===== config.mk =====
export PLATFORM = sky130hd
export DESIGN_NAME = encoder_16to4_flat
export DESIGN_NICKNAME = d
export VERILOG_FILES = /design/src/rtl/encoder_16to4_pkg.sv /design/src/rtl/encoder_16to4_if.sv /design/src/rtl/encoder_16to4_bit_find.sv /design/src/rtl/encoder_16to4.sv /design/src/flat_wrapper.sv
export SDC_FILE = /design/constraint.sdc
export NUM_CORES = 1
export LEC_CHECK = 0
export BUFFER_PORTS_ARGS = -buffer_cell sky130_fd_sc_hd__buf_4
export CAP_MARGIN = 20
export CORE_MARGIN = 1.5
export CORE_UTILIZATION = 40
export DETAILED_ROUTE_END_ITERATION = 16
export PLACE_DENSITY = 0.59
export SYNTH_ARGS = -nofsm -noshare
export SYNTH_HDL_FRONTEND = slang
export SYNTH_SLANG_ARGS = --single-unit

===== constraint.sdc =====
create_clock -name clk -period 9.44 [get_ports clk]
set_input_delay 0 -clock clk [delete_from_list [all_inputs] [get_ports clk]]
set_output_delay 0 -clock clk [all_outputs]
set_load 0.02 [all_outputs]

===== src/rtl/encoder_16to4_pkg.sv =====
// Shared widths, state type and popcount helper for the 16-to-4 scanning encoder.
package encoder_pkg;

  localparam int IN_W   = 16;
  localparam int CODE_W = 4;
  localparam int CNT_W  = 5;

  typedef enum logic {
    IDLE,
    EMIT
  } state_t;

  function automatic logic [CNT_W-1:0] popcount(input logic [IN_W-1:0] v);
    logic [CNT_W-1:0] n;
    n = '0;
    for (int i = 0; i < IN_W; i++) begin
      n = n + CNT_W'(v[i]);
    end
    return n;
  endfunction

endpackage


===== src/rtl/encoder_16to4_if.sv =====
// Input vector handshake and output code stream of the scanning encoder.
interface encoder_16to4_if;
  import encoder_pkg::*;

  logic              in_valid;
  logic              in_ready;
  logic [IN_W-1:0]   decoded;
  logic              out_valid;
  logic              out_ready;
  logic [CODE_W-1:0] select;
  logic              last;
  logic [CNT_W-1:0]  count;
  logic              zero;

  modport master (
    output in_valid, decoded, out_ready,
    input  in_ready, out_valid, select, last, count, zero
  );

  modport slave (
    input  in_valid, decoded, out_ready,
    output in_ready, out_valid, select, last, count, zero
  );

endinterface


===== src/rtl/encoder_16to4_bit_find.sv =====
// Combinational priority finder: index of the first set bit in scan order,
// plus flags for "any bit set" and "exactly one bit set".
module bit_find
  import encoder_pkg::*;
#(
  parameter bit LSB_FIRST = 1'b1
) (
  input  logic [IN_W-1:0]   vec,
  output logic [CODE_W-1:0] idx,
  output logic              any,
  output logic              single
);

  // The last matching assignment wins, so the loop direction sets the priority.
  always_comb begin
    idx = '0;
    if (LSB_FIRST) begin
      for (int i = IN_W - 1; i >= 0; i--) begin
        if (vec[i]) idx = CODE_W'(i);
      end
    end else begin
      for (int i = 0; i < IN_W; i++) begin
        if (vec[i]) idx = CODE_W'(i);
      end
    end
  end

  assign any    = |vec;
  assign single = any && ((vec & (vec - IN_W'(1))) == '0);

endmodule


===== src/rtl/encoder_16to4.sv =====
// Accepts a multi-hot vector and streams out the index of each set bit,
// one code per output handshake, in the configured scan order.
module encoder_16to4
  import encoder_pkg::*;
#(
  parameter bit LSB_FIRST = 1'b1
) (
  input logic           clk,
  input logic           rst,
  encoder_16to4_if.slave bus
);

  state_t            state;
  logic [IN_W-1:0]   pending;
  logic [IN_W-1:0]   sel_mask;
  logic [IN_W-1:0]   remaining;
  logic [IN_W-1:0]   find_vec;
  logic [CODE_W-1:0] select_q;
  logic [CODE_W-1:0] find_idx;
  logic              find_any;
  logic              find_single;
  logic              last_q;
  logic              zero_q;
  logic [CNT_W-1:0]  count_q;
  logic              accept;

  // One finder serves both cases: the incoming vector while idle, and the
  // pending bits left after the current code while emitting.
  always_comb begin
    sel_mask           = '0;
    sel_mask[select_q] = 1'b1;
    remaining          = pending & ~sel_mask;
    find_vec           = (state == IDLE) ? bus.decoded : remaining;
  end

  bit_find #(.LSB_FIRST(LSB_FIRST)) u_find (
    .vec    (find_vec),
    .idx    (find_idx),
    .any    (find_any),
    .single (find_single)
  );

  assign accept = bus.in_valid && (state == IDLE);

  always_ff @(posedge clk) begin
    if (rst) begin
      state    <= IDLE;
      pending  <= '0;
      select_q <= '0;
      last_q   <= 1'b0;
      count_q  <= '0;
      zero_q   <= 1'b0;
    end else begin
      zero_q <= 1'b0;
      case (state)
        IDLE: begin
          if (accept) begin
            count_q <= popcount(bus.decoded);
            pending <= bus.decoded;
            if (find_any) begin
              select_q <= find_idx;
              last_q   <= find_single;
              state    <= EMIT;
            end else begin
              zero_q <= 1'b1;
            end
          end
        end
        EMIT: begin
          if (bus.out_ready) begin
            pending <= remaining;
            if (last_q) begin
              last_q <= 1'b0;
              state  <= IDLE;
            end else begin
              select_q <= find_idx;
              last_q   <= find_single;
            end
          end
        end
        default: state <= IDLE;
      endcase
    end
  end

  assign bus.in_ready  = (state == IDLE);
  assign bus.out_valid = (state == EMIT);
  assign bus.select    = select_q;
  assign bus.last      = last_q;
  assign bus.count     = count_q;
  assign bus.zero      = zero_q;

endmodule


===== src/flat_wrapper.sv =====
// flat-port wrapper written by rule: the top's interface ports become plain ports
module encoder_16to4_flat import encoder_pkg::*;
#(
  parameter bit LSB_FIRST = 1'b1
)
  (clk, rst, bus_in_valid, bus_decoded, bus_out_ready, bus_in_ready, bus_out_valid, bus_select, bus_last, bus_count, bus_zero);
  encoder_16to4_if bus_i ();
  input logic clk;
  input logic rst;
  input wire logic [$bits(bus_i.in_valid)-1:0] bus_in_valid;
  input wire logic [$bits(bus_i.decoded)-1:0] bus_decoded;
  input wire logic [$bits(bus_i.out_ready)-1:0] bus_out_ready;
  output wire logic [$bits(bus_i.in_ready)-1:0] bus_in_ready;
  output wire logic [$bits(bus_i.out_valid)-1:0] bus_out_valid;
  output wire logic [$bits(bus_i.select)-1:0] bus_select;
  output wire logic [$bits(bus_i.last)-1:0] bus_last;
  output wire logic [$bits(bus_i.count)-1:0] bus_count;
  output wire logic [$bits(bus_i.zero)-1:0] bus_zero;
  assign bus_i.in_valid = bus_in_valid;
  assign bus_i.decoded = bus_decoded;
  assign bus_i.out_ready = bus_out_ready;
  assign bus_in_ready = bus_i.in_ready;
  assign bus_out_valid = bus_i.out_valid;
  assign bus_select = bus_i.select;
  assign bus_last = bus_i.last;
  assign bus_count = bus_i.count;
  assign bus_zero = bus_i.zero;
  encoder_16to4 #(.LSB_FIRST(LSB_FIRST)) u_core (.clk(clk), .rst(rst), .bus(bus_i));
endmodule

# Yosys cells after proc, flatten, opt, wreduce, memory -nomap -nowiden
# Cells that the tools add are included.
[word_totals]
out_inout_bits = 13
word_cells = 81
regBits = 28
in_bits = 20
[op_classes]
reduce_logical = 10
eq_ne = 4
n_addsub = 16
magnitude_cmp = 2
bitwise_logic = 5
n_mux = 38
[op_table]
columns = ["operator", "n"]
rows = [
  ["2-to-1 mux 4 bit", 20],
  ["adder 5 x 1 -> 5 bit", 14],
  ["2-to-1 mux 16 bit", 3],
  ["bitwise AND 16 bit", 2],
  ["one-hot mux 16 bit (2 select lines)", 1],
  ["zero test 16 bit", 1],
  ["NOT 16 bit", 1],
  ["OR reduction 16 bit", 1],
  ["subtractor 16 x 1 -> 16 bit, second input constant", 1],
  ["2-to-1 mux 1 bit", 10],
  ["one-hot mux 4 bit (2 select lines)", 1],
  ["< comparator 4 x 5 -> 1 bit, second input constant", 1],
  ["demux 1 bit (select 4 bit)", 1],
  ["greater-or-equal comparator 4 x 1 -> 1 bit, second input constant", 1],
  ["inequality test 2 x 1 -> 1 bit, second input constant", 2],
  ["inequality test 2 bit, second input constant", 2],
  ["one-hot mux 1 bit (2 select lines)", 2],
  ["AND reduction 2 bit", 2],
  ["AND reduction 4 bit", 1],
  ["logical AND 1 bit", 3],
  ["AND reduction 3 bit", 1],
  ["OR reduction 3 bit", 1],
  ["adder 1 x 1 -> 2 bit", 1],
  ["NOT 1 bit", 2],
]

# Depth between registers and ports, before layout
# Gate-level depths: netlist of run 1.
[logic_depth]
word_depth = 26
depth_mapped = 15
mapped_depth_nobuf = 15

# Hierarchy
# Synthesis of run 1 repeated with hierarchy kept, for this count alone.
[unflattened]
cells_unflattened = 273
area_unflattened_um2 = 2162.1
[by_module_without_submodules]
columns = ["module", "area_each_um2", "instances", "seq_area_each_um2", "cells_per_inst"]
rows = [
  ["encoder_16to4", 1834.3, 1, 560.5, 222],
  ["bit_find", 327.8, 1, 0.0, 51],
]

# Worst setup path before layout of run 1
# No wires, ideal clock.
[synth_timing]
path_type = "input-to-reg"
start = "input port bus_decoded[0]"
end = "register u_core.count_q[4] (netlist: u_core.bus.count[4])"
slack_ps = 5975
stages = 13
required_time_ps = 9369
n_path_buf = 0
arrival_time_ps = 3395
setup_ps = 71
cell_sequence = "ha_1 > inv_1 > fa_1 > inv_1 > fa_1 > fa_1 > inv_1 > fa_1 > fa_1 > fa_1 > nor2b_1 > o211ai_1 > a21oi_1"
[synth_via]
elab_chain_len = 15
[synth_lines]
columns = ["item", "line_no", "source"]
rows = [
  ["start, declared", "flat_wrapper.sv:11", "input wire logic [$bits(bus_i.decoded)-1:0] bus_decoded;"],
  ["adder 1 x 1 -> 2 bit", "encoder_16to4_pkg.sv:17", "n = n + CNT_W'(v[i]);"],
  ["adder 5 x 1 -> 5 bit (14 in a row)", "encoder_16to4_pkg.sv:17", ""],
  ["end signal, assigned", "encoder_16to4.sv:58", "count_q <= popcount(bus.decoded);"],
  ["end, declared", "encoder_16to4.sv:24", "logic [CNT_W-1:0] count_q;"],
]
# Every way passes these cells.
# A chain may end at the register's enable or synchronous reset.

# Worst setup path in the final report of run 1
[layout_timing]
start = "input port bus_decoded[0]"
end = "register u_core.count_q[2] (netlist: u_core.bus.count[2])"
# The elaborated chain is that of the path after synthesis.

==> results of run 1 <==
## power groups by stage
stage	Clock (mW)	Sequential, mW	Combinational [mW]
detailed placement	0	0.148	0.185
floorplan	0	0.149	0.134
finish	0.0991	0.145	0.184
CTS	0.102	0.145	0.187
global placement	0	0.147	0.184
global route	0.108	0.147	0.209
## per-layer routing
| layer | up-vias | GRT usage (%) | share of wire (%) |
|---|---|---|---|
| met5 | - | 0 | 0 |
| met4 | 0 | 4.561 | 0.47 |
| met3 | 2 | 3.448 | 3.7 |
| met2 | 44 | 32.41 | 47 |
| met1 | 941 | 27.73 | 49 |
| li1 | 1023 | - | - |
## path summary, 6_finish.rpt
path / startpoint / end / slack, ns / cells after the start
max: bus_decoded[0] / u_core.bus.count[2] / 6.00 / 14
min: bus_decoded[0] / u_core.bus.select[0] / 0.07 / 4
max reg2reg: u_core.bus.out_valid / u_core.bus.select[1] / 6.65 / 8
min reg2reg: u_core.bus.count[4] / u_core.bus.count[4] / 0.47 / 2
## critical path, cell delays in order
cell and delay [ns]:
buf_4 0.12, ha_1 0.26, inv_1 0.04, fa_1 0.47, inv_1 0.06, fa_1 0.47
fa_1 0.51, inv_1 0.05, fa_1 0.46, fa_1 0.43, fa_1 0.41, xnor2_1 0.15
nand2_1 0.07, a21oi_1 0.16
## logic make-up after synthesis
group | synth area share (%)
AND/OR/NAND/NOR | 25.99
AO/OA/AOI/OAI | 29.14
buffers and inverters | 8.030
flip-flops | 24.31
adder cells (fa/ha/maj) | 11.39
XOR/XNOR | 1.140
## cells in the final DEF (no fill, tap or decap), types with 2 or more instances in the layout
cell        n
and4bb_1    3
nand2_1    31
ha_1        5
xnor2_1     2
fa_1       10
nor4b_2     2
a2bb2oi_2   5
o211ai_1    3
nor4b_1     2
o21ai_0     8
o21bai_1    3
buf_4      33
and2_1      3
a211oi_1   18
nor4_1      3
o21a_4      2
a31oi_2     2
a21oi_1    18
nor2_1     30
clkbuf_8    3
o2bb2ai_1   2
dfxtp_1    28
nand4_1     2
o21a_1      2
nor2b_1     5
nand3b_1    3
nand4b_1    4
and4bb_2    2
o221ai_1    2
nand3_1     2
inv_1      24
## timing repair
item	in CTS	in global routing
setup buffers	0	0
hold endpoints to repair	1	0
hold buffers	1	0
## layout make-up
class | instances | area share, %
well taps | 72 | 3.420
inverters | 25 | 3.563
clock inverters | 1 | 1.140
repair buffers | 34 | 9.786
clock buffers | 3 | 1.568
flip-flops and latches | 28 | 21.28
multi-input cells | 201 | 59.24
## flip-flops by register name, indices dropped and copies added, names as in the netlist
| name | count |
|---|---|
| u_core.pending | 16 |
| u_core.bus.count | 5 |
| u_core.bus.select | 4 |
| u_core.bus.last | 1 |
| u_core.bus.out_valid | 1 |
| u_core.bus.zero | 1 |
==> flow_summary.toml, run 1 <==
[cts]
cts_resized = 0
path_clk_slew_ns = 0.11
cts_tree = "done"
insertion_delay_ns = 0.28
cts_sinks = 28
cts-htree-levels = 1
clk_path_buf_depth = 2
clock-root-buffer = "clkbuf_8"
cts_made_buffers = 3

[global_route]
grt_pass1_wl_mm = 9.763
grt_util_all_layers_pct = 19.98
overflow = 0
antenna_found_initial = 0
grt_pass1_vias = 1956
grt_max_degree = 32

[placed_design]
placed_cells = 359
portBuffers = 32
dp_hpwl_mm = 4.252
dpl_cell_area_um2 = 2552
post-place-ws_ns = 5.667
gp_congestion = 0.8265

[yosys]
async_flop_share_pct = 0
synth_common_cells = "nand2_1 (31), nor2_1 (30), dfxtp_1 (28), inv_1 (24)"
yosysMostFrequentCell = "nand2_1"
synth_area_per_cell_um2 = 8.541
synth_cells = 270
yosys_warnings = 0
synth_nets = 305
ys_seq_area_share_pct = 24.31
yosysTopAreaCell = "dfxtp_1"
synth_edf_count = 0
ys_seq_elements = 28
synth_cell_types = 61
synth_area_leaders = "dfxtp_1 (24%), fa_1 (8.7%), a211oi_1 (5.9%)"
synth_area_um2 = 2306
synth-main-ff-cell = "dfxtp_1"
synth.top_cell.area_share_pct = 24.31

[timing]
fmax_mhz = 290.7
finClkSkew_ns = 0.005669
slew_headroom_pct = 32.14
setup_ws_ns = 6.000
hold_slack_ns = 0.07223
finalSetupViolations = 0
finalHoldViolCount = 0
fin_setup_tns_ns = 0
post-route-period-util_pct = 36.44
min_period_ns = 3.440
slew_violations = 0
rsz0062_at_grt = "no"
worst_pin_slew_ns = 1.015

[final_layout]
final_nets = 328
nFillCells = 567
multi_input_area_um2 = 1560
layoutNonFillerInstCount = 364
drive_gt1_share_pct = 20.89
final_core_utilization_pct = 47.54
area_growth_pct = 14.22
diodes = 0
seq_area_um2 = 560.5
final_cell_area_um2 = 2634

[pwr]
leakage_nw = 1.068
p_sw_share_pct = 36.76
internal_power_uw = 270.8
max-vdd-ir-drop_mv = 0.1274
seqPwrFrac_pct = 33.9
finalPower_uw = 428.2
power.density_nw_per_um2 = 162.6
p_switching_uw = 157.4
power_frac_comb_pct = 43.0
clock_power_share_pct = 23.2

[floorplanning]
core-area_um2 = 5540
die_w_um = 78.93
die_h_um = 78.93
rows = 27
io_pins = 33
initial_core_util_pct = 41.62
dieArea_um2 = 6229

[routing]
drc = 0
wl_per_cell_um = 15.84
drt_iter0_drc = 101
drtPass1Iterations = 4
routed_wl_mm = 5.765
vias = 2010
ant_nets = 0
via_per_inst = 5.522

[worst_setup_path]
crit_fanout = 3
cp.arrival_ns = 3.66
crit_required_ns = 9.67
end_kind = "flip-flop"
start_kind = "primary input"
critPathKind = "in2reg"

[outcome]
status = "finished, final reports clean"

[min_path]
min_path_type = "in2reg"

[job]
drv_cap = 0
Power figures use the tool's default switching activity.
==> run 2, diff against run 1 <==
--- a/config.mk
+++ b/config.mk
@@ -5,6 +5,7 @@
 export SDC_FILE = /design/constraint.sdc
 export NUM_CORES = 1
 export LEC_CHECK = 0
+export ABC_AREA = 1
 export BUFFER_PORTS_ARGS = -buffer_cell sky130_fd_sc_hd__buf_4
 export CAP_MARGIN = 20
 export CORE_MARGIN = 1.5
==> constraint.sdc (replaced) <==
create_clock -name clk -period 3.48 [get_ports clk]
set_input_delay 0 -clock clk [delete_from_list [all_inputs] [get_ports clk]]
set_output_delay 0 -clock clk [all_outputs]
set_load 0.02 [all_outputs]
==> run 2 against run 1 <==
  * Register-to-register slack worse by 5.7 ns
  * Die area is 3.2% lower
  * Global-route usage is 0.76 points lower
  * Power grew to 2.6 times the previous value
  * Sequential cell count stayed put
  * Largest power group unchanged
  * Sequential power grew to 2.7 times the previous value
  * Sequential share of layout area is 0.31 points higher
  * Critical path type unchanged
==> flow_summary.toml, run 2 <==
[final_layout]
layout_common_cells = "nand2_1 (76), inv_1 (63), buf_4 (35), dfxtp_1 (28), nor2_1 (19)"
layoutNonFillerInstCount = 423
regMostFlops = "u_core.pending"
final_nets = 389
final_common_cell = "nand2_1"
diodes = 0
drive_gt1_share_pct = 21.25
area_growth_pct = 16.51
nFillCells = 543
largest_register_ffs = 16

[timing]
finClkSkew_ns = 0.004175
fin_setup_tns_ns = 0
worst_pin_slew_ns = 0.9661
rsz0062_at_grt = "no"
fmax_mhz = 300.5
slew_violations = 0
finalSetupViolations = 0
min_period_ns = 3.328
finalHoldViolCount = 0
post-route-period-util_pct = 95.62
slew_headroom_pct = 35.43

[worst_setup_path]
crit_fanout = 2
start_kind = "primary input"
end_kind = "flip-flop"
r2r_end = "u_core.bus.select[0]"
r2r_start = "u_core.bus.out_valid"
cp.arrival_ns = 3.55
r2r_cells = 12
crit_required_ns = 3.71
critPathKind = "in2reg"
reg2reg_slack_ns = 0.96

[global_route]
grt_use_met1_pct = 27.84
overflow = 0
grt_pass1_vias = 1956
grt_pass1_wl_mm = 9.280
use_met3_pct = 2.353
use_met2_pct = 29.65
grt_max_degree = 33
grt.busiest_layer = "met2"
grt_util_all_layers_pct = 19.22
antenna_found_initial = 0

[placed_design]
dp_hpwl_mm = 4.297
placed_cells = 417
portBuffers = 32
gp_congestion = 0.8639

[floorplanning]
rows = 26
io_pins = 33
die_w_um = 77.64
core-area_um2 = 5238
dieArea_um2 = 6028
die_h_um = 77.64
initial_core_util_pct = 42.55

[min_path]
holdPathStages = 3
min-delay-start = "bus_in_valid"
hold_end = "u_core.bus.zero"
min_path_type = "in2reg"

[cts]
clock-root-buffer = "clkbuf_8"
insertion_delay_ns = 0.28
cts_setup_buffers = 0
cts-htree-levels = 1
clk_path_buf_depth = 2
cts_tree = "done"
path_clk_slew_ns = 0.10
cts_sinks = 28
cts_made_buffers = 3

[pwr]
internal_power_uw = 670.2
p_sw_share_pct = 39.84
clock_power_share_pct = 19.2
power_frac_comb_pct = 45.9
max-vdd-ir-drop_mv = 0.2198
finalPower_mw = 1.114
seqPwrFrac_pct = 35.0
power.density_nw_per_um2 = 429.1
p_switching_uw = 443.8
leakage_nw = 1.300

[routing]
ant_nets = 0
wl_per_cell_um = 12.52
drt_iter0_drc = 102
via_per_inst = 4.851
drc = 0
vias = 2052
drtPass1Iterations = 4
routed_wl_mm = 5.298

[yosys]
synth_edf_count = 0
synth_area_per_cell_um2 = 6.942
ys_seq_area_share_pct = 25.15
yosysMostFrequentCell = "nand2_1"
synth-main-ff-cell = "dfxtp_1"
synth_area_um2 = 2228
yosys_warnings = 0
yosysTopAreaCell = "dfxtp_1"
synth_nets = 356
synth_cell_types = 37
synth.top_cell.area_share_pct = 25.15
synth_cells = 321
async_flop_share_pct = 0
synth_area_leaders = "dfxtp_1 (25%), nand2_1 (13%), inv_1 (11%)"
synth_common_cells = "nand2_1 (76), inv_1 (63), dfxtp_1 (28), nor2_1 (19), o211ai_1 (17)"
ys_seq_elements = 28

[outcome]
status = "finished, final reports clean"

[job]
drv_cap = 0
-- run 2: final cells by class --
type | count | area [um2] | share of cell area [%]
inverters | 72 | 270.3 | 10.41
flip-flops and latches | 28 | 560.5 | 21.59
well taps | 70 | 87.58 | 3.373
multi-input cells | 212 | 1340 | 51.61
repair buffers | 37 | 282.8 | 10.89
clock buffers | 4 | 55.05 | 2.120
-- run 2: routing by layer --
metal / up-vias / routed length (um)
li1: 1077 / -
met1: 911 / 2696
met2: 55 / 2298
met3: 9 / 228
met4: 0 / 74
met5: - / 0
-- run 2: power by group through the flow --
stage / clock, mW / sequential [mW] / combinational [mW]
after floorplan: 0 / 0.413 / 0.354
after global placement: 0 / 0.396 / 0.508
after detailed placement: 0 / 0.396 / 0.511
after CTS: 0.215 / 0.389 / 0.515
after global routing: 0.229 / 0.395 / 0.590
final: 0.214 / 0.390 / 0.511
-- run 2: cells by family (layout without fill, tap and decap cells) --
logic type / count (synthesis) / count (layout) / synth area share (%)
and+or+nand+nor: 127 / 127 / 25.44
AOI/OAI and AO/OA: 69 / 69 / 22.52
xor gates and xnor gates: 1 / 1 / 0.3931
DFF: 28 / 28 / 25.15
buffers and inverters: 81 / 113 / 14.71
adders and majority gates: 15 / 15 / 11.79
-- run 2: worst max-delay path by stage --
stage / start / endpoint / slack, ns / cells after the start
6_report: bus_decoded[0] / u_core.bus.count[4] / 0.15 / 14
5_1_grt: bus_decoded[0] / u_core.bus.count[4] / 0.03 / 14
4_1_cts: bus_decoded[0] / u_core.bus.count[4] / 0.13 / 14
3_5_place_dp: bus_decoded[0] / u_core.bus.count[4] / -0.17 / 14
3_3_place_gp: bus_decoded[0] / u_core.bus.count[4] / -0.14 / 14
2_1_floorplan: bus_decoded[0] / u_core.bus.count[4] / 0.05 / 13
-- run 2: worst max-delay path: stages --
cell	delay (ns)
buf_4	0.11
ha_1	0.26
inv_1	0.04
fa_1	0.47
inv_1	0.05
fa_1	0.47
fa_1	0.51
inv_1	0.05
fa_1	0.45
fa_1	0.41
fa_1	0.41
nor2_1	0.12
o211ai_1	0.08
a21oi_1	0.12
-- run 2: timing repair --
| action | CTS | global route |
|---|---|---|
| endpoints found under the hold margin | 4 | 0 |
| hold buffers | 2 | 0 |
| endpoints found under the setup margin | 0 | 1 |
| resized for setup | 0 | 1 |
-- run 2: through the flow --
stage	cell area, um2	setup WS (ns)	hold slack (ns)	utilization (%)
2_1_floorplan	2228	0.05278	0.06907	-
3_3_place_gp	2521	-0.1393	0.2221	48.14
3_5_place_dp	2521	-0.1720	0.2249	48.14
4_1_cts	2596	0.1331	0.08618	49.57
5_1_grt	2596	0.02561	0.09351	49.57
6_report	2596	0.1525	0.07985	49.57
==> run 3, diff against run 2 <==
--- a/config.mk
+++ b/config.mk
@@ -5,9 +5,9 @@
 export SDC_FILE = /design/constraint.sdc
 export NUM_CORES = 1
 export LEC_CHECK = 0
-export ABC_AREA = 1
+export ABC_AREA = 0
 export BUFFER_PORTS_ARGS = -buffer_cell sky130_fd_sc_hd__buf_4
-export CAP_MARGIN = 20
+export CAP_MARGIN = 40
 export CORE_MARGIN = 1.5
 export CORE_UTILIZATION = 40
 export DETAILED_ROUTE_END_ITERATION = 16
==> run 3 against run 2 <==
  * Worst hold slack better by 0.013 ns
  * Largest cell class unchanged
  * Combinational power up 3%
  * Via count decreased by 0.78%
  * Sequential share of layout area shrank 0.86 points
  * Sequential power barely moved
  * Power up 6.3%
  * Clock-buffer cell count fell by 1
  * Largest power group unchanged
  * Sequential cell count is the same
==> flow_summary.toml, run 3 (synthesized netlist as in run 1, its figures left out) <==
[min_path]
min-delay-start = "rst"
holdPathStages = 2
hold_end = "u_core.bus.select[1]"
min_path_type = "in2reg"

[pwr]
leakage_nw = 1.097
seqPwrFrac_pct = 33.2
p_switching_uw = 428.0
internal_power_uw = 756.7
p_sw_share_pct = 36.13
clock_power_share_pct = 22.2
power.density_nw_per_um2 = 438.1
max-vdd-ir-drop_mv = 0.3330
power_frac_comb_pct = 44.6

[routing]
routed_wl_mm = 5.831
drtPass1Iterations = 4
drt_iter0_drc = 124
wl_per_cell_um = 15.76
ant_nets = 0
vias = 2036
drc = 0
via_per_inst = 5.503

[worst_setup_path]
crit_start = "bus_decoded[1]"
path_common_cell = "fa_1"
crit_fanout = 2
reg2reg_slack_ns = 0.74
cp.arrival_ns = 3.59
end_kind = "flip-flop"
r2r_start = "u_core.bus.out_valid"
start_kind = "primary input"
cp_cell_sequence = "buf_4 -> ha_4 -> inv_1 -> fa_1 -> inv_2 -> fa_1 -> fa_1 -> inv_1 -> fa_1 -> fa_2 -> fa_2 -> nor2b_1 -> o211ai_1 -> a21oi_1"
r2r_end = "u_core.bus.select[1]"
cp.buffers_inverters = 4
critPathKind = "in2reg"
crit_required_ns = 3.70
cp_top_family = "adder cells"
max_stage_delay_ns = 0.52
r2r_cells = 8
slowest_stage = "fa_1"

[final_layout]
layout_common_cells = "buf_4 (38), nand2_1 (31), nor2_1 (30), dfxtp_1 (28), inv_1 (23)"
nFillCells = 563
final_nets = 334
final_common_cell = "buf_4"
drive_gt1_share_pct = 23.83
regMostFlops = "u_core.pending"
diodes = 0
area_growth_pct = 17.25
final_core_utilization_pct = 48.80
largest_register_ffs = 16

[floorplanning]
die_w_um = 78.93
io_pins = 33
core-area_um2 = 5540
dieArea_um2 = 6229
rows = 27
die_h_um = 78.93
initial_core_util_pct = 41.62

[cts]
cts_sinks = 28
clock-root-buffer = "clkbuf_8"
cts_made_buffers = 3
cts_tree = "done"
clk_path_buf_depth = 2
insertion_delay_ns = 0.28
path_clk_slew_ns = 0.11
cts-htree-levels = 1
cts_setup_buffers = 0

[global_route]
antenna_found_initial = 0
grt_util_all_layers_pct = 20.24
overflow = 0
grt_max_degree = 31
grt_pass1_vias = 2012
grt_pass1_wl_mm = 9.991

[timing]
finClkSkew_ns = 0.008499
post-route-period-util_pct = 96.84
worst_pin_slew_ns = 0.6358
fmax_mhz = 296.7
rsz0062_at_grt = "no"
finalSetupViolations = 0
slew_headroom_pct = 57.53
setup_ws_ns = 0.1101
slew_violations = 0
min_period_ns = 3.370
finalHoldViolCount = 0

[placed_design]
gp_congestion = 0.8581
portBuffers = 32
dp_hpwl_mm = 4.433
post-place-ws_ns = -0.3327

[job]
drv_cap = 0

[outcome]
status = "finished, final reports clean"
[run 3: layout make-up]
class	instances	area [um2]	share of cell area [%]
Tap cell	72	90.09	3.332
Inverter	25	93.84	3.471
Clock buffer	3	41.29	1.527
Timing Repair Buffer	40	310.3	11.48
Sequential cell	28	560.5	20.73
Multi-Input combinational cell	201	1578	58.35
Clock inverter	1	30.03	1.111
[run 3: worst max-delay path by stage]
stage,endpoint,slack (ns),cells after the start
final,u_core.bus.count[4],0.11,14
after detailed placement,u_core.bus.count[4],-0.33,14
after floorplan,u_core.bus.count[4],0.01,13
after global placement,u_core.bus.count[4],-0.24,14
after CTS,u_core.bus.count[4],0.03,14
after global routing,u_core.bus.count[4],0.009,14
[run 3: routing by layer]
layer,wire length (um),vias to the layer above,track usage [%]
met5,0,-,0
met4,46,0,4.561
met3,180,5,2.414
met2,2797,38,33.88
met1,2807,965,27.94
li1,-,1028,-
[run 3: metrics by stage]
step	hold slack (ns)	setup TNS, ns	total power, mW	cells	area [um2]
3_5_place_dp	0.2988	-0.9695	0.9220	365	2605
2_1_floorplan	0.1901	0	0.7667	270	2306
6_report	0.09293	0	1.185	370	2704
5_1_grt	0.1067	0	1.286	370	2704
4_1_cts	0.09072	0	1.201	370	2689
3_3_place_gp	0.2967	-0.6538	0.9141	364	2590
[run 3: what timing repair did]
action	4_1_cts	5_1_grt
resized for setup	1	3
hold buffers	1	0
endpoints found under the hold margin	1	0
setup endpoints to repair	1	2
gates cloned	0	0
pin swaps	0	0
[run 3: power by group through the flow]
stage	Clock, mW	Sequential [mW]	Combinational [mW]
3_3_place_gp	0	0.400	0.514
5_1_grt	0.291	0.399	0.596
6_report	0.263	0.393	0.528
3_5_place_dp	0	0.400	0.522
2_1_floorplan	0	0.404	0.362
4_1_cts	0.276	0.393	0.531
